[src/rtl/multicycle_sequencer.sv]
// Multicycle control sequencer: owns the PC and instruction register and steps each
// instruction through FETCH/DECODE/EXEC/MEM/WB, stalling on memory handshakes.
module multicycle_sequencer #(
    parameter int                ADDR_W      = 32,
    parameter logic [ADDR_W-1:0] RESET_PC    = '0,
    parameter int                MEM_TIMEOUT = 15,
    parameter int                CNT_W       = 32
) (
    input  logic              clk,
    input  logic              nreset,
    output logic [ADDR_W-1:0] imem_addr,
    input  logic              imem_ready,
    input  logic [31:0]       instr,
    input  logic              cond_pass,
    output logic [31:0]       ir,
    output logic              alu_en,
    output logic              cpsr_we,
    output logic              dmem_req,
    output logic              dmem_we,
    input  logic              dmem_ready,
    output logic              rf_we,
    output logic              rf_link,
    output logic [2:0]        state,
    output logic              retire,
    output logic              fault,
    output logic [CNT_W-1:0]  retired_cnt
);

    typedef enum logic [2:0] {
        S_FETCH  = 3'd0,
        S_DECODE = 3'd1,
        S_EXEC   = 3'd2,
        S_MEM    = 3'd3,
        S_WB     = 3'd4,
        S_FAULT  = 3'd5
    } state_t;

    localparam int                WAIT_W    = $clog2(MEM_TIMEOUT + 1);
    localparam logic [WAIT_W-1:0] WAIT_LAST = WAIT_W'(MEM_TIMEOUT - 1);

    state_t             r_state;
    logic [ADDR_W-1:0]  r_pc;
    logic [31:0]        r_ir;
    logic [WAIT_W-1:0]  r_wait;
    logic [CNT_W-1:0]   r_retired;

    logic               w_branch;
    logic               w_link;
    logic               w_ldst;
    logic               w_load;
    logic               w_dproc;
    logic               w_compare;
    logic               w_exec_done;
    logic signed [31:0] w_offset;
    logic [ADDR_W-1:0]  w_target;
    logic               w_retire;

    // Instruction class decode from the latched IR
    assign w_branch    = (r_ir[27:25] == 3'b101);
    assign w_link      = r_ir[24];
    assign w_ldst      = (r_ir[27:26] == 2'b01);
    assign w_load      = r_ir[20];
    assign w_dproc     = (r_ir[27:26] == 2'b00);
    assign w_compare   = w_dproc && (r_ir[24:23] == 2'b10);

    // EXEC finishes the instruction for B, compares and any unrecognised class
    assign w_exec_done = w_branch ? !w_link : !(w_ldst || (w_dproc && !w_compare));

    // PC already holds instruction address + 4, so one more +4 gives the ARM +8 base
    assign w_offset    = {{6{r_ir[23]}}, r_ir[23:0], 2'b00};
    assign w_target    = r_pc + ADDR_W'(4) + ADDR_W'(w_offset);

    assign w_retire    = ((r_state == S_DECODE) && !cond_pass)
                       || ((r_state == S_EXEC) && w_exec_done)
                       || ((r_state == S_MEM) && dmem_ready && !w_load)
                       || (r_state == S_WB);

    assign imem_addr   = r_pc;
    assign ir          = r_ir;
    assign state       = r_state;
    assign alu_en      = (r_state == S_EXEC);
    assign cpsr_we     = (r_state == S_EXEC) && w_dproc && r_ir[20];
    assign dmem_req    = (r_state == S_MEM);
    assign dmem_we     = (r_state == S_MEM) && !w_load;
    assign rf_we       = (r_state == S_WB);
    assign rf_link     = (r_state == S_WB) && w_branch && w_link;
    assign retire      = w_retire;
    assign fault       = (r_state == S_FAULT);
    assign retired_cnt = r_retired;

    always_ff @(posedge clk) begin
        if (nreset) begin
            r_state   <= S_FETCH;
            r_pc      <= RESET_PC;
            r_ir      <= '0;
            r_wait    <= '0;
            r_retired <= '0;
        end else begin
            if (w_retire) begin
                r_retired <= r_retired + CNT_W'(1);
            end
            case (r_state)
                S_FETCH: begin
                    if (imem_ready) begin
                        r_ir    <= instr;
                        r_pc    <= r_pc + ADDR_W'(4);
                        r_state <= S_DECODE;
                    end
                end
                S_DECODE: begin
                    r_state <= cond_pass ? S_EXEC : S_FETCH;
                end
                S_EXEC: begin
                    if (w_branch) begin
                        r_pc    <= w_target;
                        r_state <= w_link ? S_WB : S_FETCH;
                    end else if (w_ldst) begin
                        r_state <= S_MEM;
                    end else if (w_dproc && !w_compare) begin
                        r_state <= S_WB;
                    end else begin
                        r_state <= S_FETCH;
                    end
                end
                // Wait counter only advances on cycles without a data-memory response
                S_MEM: begin
                    if (dmem_ready) begin
                        r_wait  <= '0;
                        r_state <= w_load ? S_WB : S_FETCH;
                    end else begin
                        r_wait <= r_wait + WAIT_W'(1);
                        if (r_wait == WAIT_LAST) begin
                            r_state <= S_FAULT;
                        end
                    end
                end
                S_WB: begin
                    r_state <= S_FETCH;
                end
                S_FAULT: begin
                    r_state <= S_FAULT;
                end
                default: begin
                    r_state <= S_FAULT;
                end
            endcase
        end
    end

endmodule

[config.mk]
export PLATFORM = sky130hd
export DESIGN_NAME = multicycle_sequencer
export DESIGN_NICKNAME = d
export VERILOG_FILES = /design/src/rtl/multicycle_sequencer.sv
export SDC_FILE = /design/constraint.sdc
export NUM_CORES = 1
export LEC_CHECK = 0
export CORE_UTILIZATION = 56
export DETAILED_ROUTE_END_ITERATION = 10
export PLACE_DENSITY = 0.95
export SLEW_MARGIN = 10
export SYNTH_ARGS = -nofsm -noshare
export SYNTH_HDL_FRONTEND = slang
export SYNTH_SLANG_ARGS = --single-unit
[constraint.sdc]
create_clock -name clk -period 10.7 [get_ports clk]
set_input_delay 2.14 -clock clk [delete_from_list [all_inputs] [get_ports clk]]
set_output_delay 2.14 -clock clk [all_outputs]
set_load 0.005 [all_outputs]
# Yosys cells after proc, flatten, opt, wreduce, memory -nomap -nowiden
# Index checks and enable logic that the tools add are counted.
[totals] register_bits=103 latchBits=0 mem_bits_rw=0 mem_bits_ro=0 out_inout_bits=107 elab_cells=62 mem_count=0
[op_classes] add_sub_neg=4 multipliers=0 div_mod_pow=0 n_lt_le_gt_ge=0 n_eq_ne=12 shift=0 muxes=15 n_bitwise=0 reduce_logical=26
[op_table] cell="$mux 32" n=2
[op_table] cell="$pmux 32 s2" n=1
[op_table] cell="$add 32x1->32 const B" n=1
[op_table] cell="$add 32x3->32 const B" n=1
[op_table] cell="$add 32x32->32" n=1
[op_table] cell="$mux 3" n=8
[op_table] cell="$pmux 3 s5" n=1
[op_table] cell="$logic_and 1x1->1" n=11
[op_table] cell="$eq 3x3->1 const B" n=3
[op_table] cell="$eq 3x2->1 const B" n=2
[op_table] cell="$logic_not 1->1" n=5
[op_table] cell="$add 4x1->4 const B" n=1
[op_table] cell="$eq 4x4->1 const B" n=1
[op_table] cell="$logic_or 1x1->1" n=4
[op_table] cell="$mux 4" n=1
[op_table] cell="$reduce_and 2->1" n=2
[op_table] cell="$eq 3x1->1 const B" n=1
[op_table] cell="$logic_not 3->1" n=1
[op_table] cell="$ne 3x1->1 const B" n=1
[op_table] cell="$reduce_and 3->1" n=1
[op_table] cell="$eq 2x1->1 const B" n=1
[op_table] cell="$eq 2x2->1 const B" n=1
[op_table] cell="$logic_not 2->1" n=1
[op_table] cell="$mux 2" n=1
[op_table] cell="4 further kinds" n=4

# Longest topological paths before layout
[depth] depth_word=11 ltp_mapped=17

# Least setup slack after synthesis
# Ideal clock, no wire load.
[synth_path] path_kind="input -> output" from="in cond_pass" to="out retire" arrival_ps=2686 required_ps=8560 path_slack_ps=5874 stages=5 path_buffers=1 cell_sequence="nor2_1 mux2i_1 o21ai_0 a31o_2 buf_6"
[synth_via] elab_chain_cells=5
[synth_rtl] element="start, declared" line_no="14" rtl="input logic cond_pass,"
[synth_rtl] element="$logic_not 1->1" line_no="73" rtl="assign w_retire = ((r_state == S_DECODE) && !cond_pass)"
[synth_rtl] element="$logic_and 1x1->1" line_no="73"
[synth_rtl] element="$logic_or 1x1->1" line_no="74" rtl="|| ((r_state == S_EXEC) && w_exec_done)"
[synth_rtl] element="$logic_or 1x1->1" line_no="75" rtl="|| ((r_state == S_MEM) && dmem_ready && !w_load)"
[synth_rtl] element="$logic_or 1x1->1" line_no="76" rtl="|| (r_state == S_WB);"
[synth_rtl] element="end, declared" line_no="24" rtl="output logic retire,"
# No other way between the ends.

# Worst setup path after layout
# Ends and elaborated chain as after synthesis.

==> metrics.yaml <==
status: "finished, final reports clean"
port-buffer-count: 141
via_per_inst: 6.08
p_per_area_nw_per_um2: 110
fin_setup_tns_ns: 0
core_um2: 11400
fin_crit_ns: 5.81
ir_worst_vdd_v: 0.000111
postCtsSetupRepairBufs: 0
grt_pass1_vias: 6139
area_delta_synth_final_pct: 26.2
final_cells: 1110
slew_headroom_pct: 17.8
grt_max_degree: 102
yosysWarnings: 0
gr-usage-all-layers_pct: 30.2
yosysMostFrequentCell: "nand2_1"
wl_per_cell_um: 16.6
vias: 6749
cp_common_cell: "clkdlybuf4s50_1"
synth-seq-area-share_pct: 30.8
grt_pass1_wl_mm: 28.8
cp_max_fo: 7
place.gp.congestion: 0.929
cts_tree: "done"
use_met1_pct: 36.1
fin_crit_sh_pct: 54.3
arrival_ns: 3.67
gr-max-usage-layer: "met2"
synth_area_leaders: "dfxtp_1 (31%), ha_1 (7.6%), nand2_1 (7.4%)"
path_cells: "clkdlybuf4s50_1, nor2_1, mux2i_1, o21ai_0, a31o_2, clkdlybuf4s50_1"
fill_cells: 871
max_stage_delay_ns: 0.48
yosys_register_bits: 101
placed_cells: 1094
hpwl_mm: 12.7
htreeDepth: 3
yosys.area.top_type: "dfxtp_1"
die_w_um: 110
worst_pin_slew_ns: 1.23
p_leak_nw: 3.21
finalSetupViolCount: 0
finalMaxSlewViolations: 0
crit_type: "input port to primary output"
syn-cell-area_um2: 6560
critical-path-slowest-cell: "clkdlybuf4s50_1"
layout-drive-gt1-share_pct: 4.86
postSynth.asyncResetShare_pct: 0
synth-edff-count: 0
synth_top_area_share_pct: 30.8
clkLatencyLatePin_ns: 0.36
numClockSinks: 101
cp-end-kind: "primary output"
hp-class: "register to register"
rsz0062_at_grt: "false"
crit_required_ns: 8.56
drc: 0
grt_use_met2_pct: 53.0
synth_flop_cell: "dfxtp_1"
gr-total-overflow: 0
cp_num_buf_inv: 2
cp_top_family: "buffers and inverters"
final_core_utilization_pct: 72.4
dieArea_um2: 12100
hold_buffers: 0
cp-start-kind: "input port"
ys_types: 69
ios: 144
ant_nets: 0
max_freq_ghz: 0.172
syn_inst: 854
diodes: 0
met3_usage_pct: 5.00
fp.dieH_um: 110
cap_viol_max_count: 0
rows: 39
cts_resized: 0
antenna_found_initial: 0
drtIter0Drc: 512
fin_nets: 1040
hold_viol: 0
clkTransAtPathRegs_ns: 0.07
start_util_pct: 57.4
multi_input_area_um2: 4270
wirelength_mm: 18.4
cts-buffers-inserted: 9
synth_common_cells: "nand2_1 (130), dfxtp_1 (101), nor2_1 (92)"
seqCellArea_um2: 2020
p_total_mw: 0.913
cts_buffer_depth: 2
avgSynthCellArea_um2: 7.68
firstDrtPassIters: 7
fin_skew_ns: 0.00877
clock-root-buffer: "clkbuf_16"
-- where the power goes --
group          switching, mW  internal [mW]  total [mW]
Combinational         0.0902         0.0831       0.173
Clock                  0.157          0.168       0.325
Sequential            0.0234          0.391       0.415
Total                  0.271          0.643       0.913
-- logic make-up after synthesis --
logic type | after synthesis | synth area share, %
AND/OR/NAND/NOR | 355 | 25.6
AO/OA/AOI/OAI | 207 | 20.4
flip-flops | 101 | 30.8
XOR/XNOR | 78 | 10.4
buffers and inverters | 68 | 4.29
adder cells (fa/ha/maj) | 41 | 7.94
multiplexers | 3 | 0.458
other | 1 | 0.0572
-- through the flow --
step	hold slack [ns]	worst slack [ns]	instance area, µm²
after CTS	0.457	4.89	8270
after global placement	0.441	4.92	7980
after global routing	0.482	4.81	8270
final	0.454	4.89	8270
after floorplan	0.453	5.87	6560
after detailed placement	0.448	4.89	7980
-- placed cells by master (no fill, tap or decap), types with 17 or more instances in the layout --
cell and instances:
clkdlybuf4s50_1 140, nand2_1 130, dfxtp_1 101, nor2_1 92, a21oi_1 84, xnor2_1 45
ha_1 40, nand3_1 37, o21ai_0 35, xor2_1 33, inv_1 18, nor3_1 17
-- sequential cells by signal (all words and copies together) (netlist names) --
register     cells
ir              32
r_wait           4
imem_addr       30
retired_cnt     32
state            3
-- cell type report --
class | instances | share of cell area, %
Timing Repair Buffer | 145 | 17.4
Clock inverter | 6 | 0.650
Clock buffer | 10 | 2.89
Tap cell | 143 | 2.16
Inverter | 19 | 0.862
Multi-Input combinational cell | 686 | 51.6
Sequential cell | 101 | 24.4
-- layer usage --
metal  vias to the layer above  wire length, µm  share of wire [%]
met4                         0              441                2.4
met1                      3178             7470                 40
li1                       3222                -                  -
met5                         -                0                  0
met2                       306             9100                 49
met3                        43             1440                7.8
-- worst paths after layout --
| path | start | depth (start not counted) | slack, ns | endpoint |
|---|---|---|---|---|
| setup / recovery | cond_pass | 6 | 4.89 | retire |
| hold / removal | ir[28] | 2 | 0.45 | ir[28] |
| setup reg to reg | imem_addr[4] | 14 | 6.47 | imem_addr[31] |
| hold reg to reg | ir[28] | 2 | 0.45 | ir[28] |
-- worst register-to-register path: stages, from the launching register on --
cell and delay [ns]:
dfxtp_1 0.48, and4_1 0.38, nand3_1 0.18, nor2_1 0.50, nand3_1 0.24, xnor2_1 0.18
ha_1 0.40, a21o_1 0.25, a21oi_1 0.15, o22ai_1 0.08, a211o_1 0.33, a211oi_2 0.36
o221ai_1 0.21, xnor2_1 0.17, a211oi_1 0.23
(Power assumes the default switching activity.)
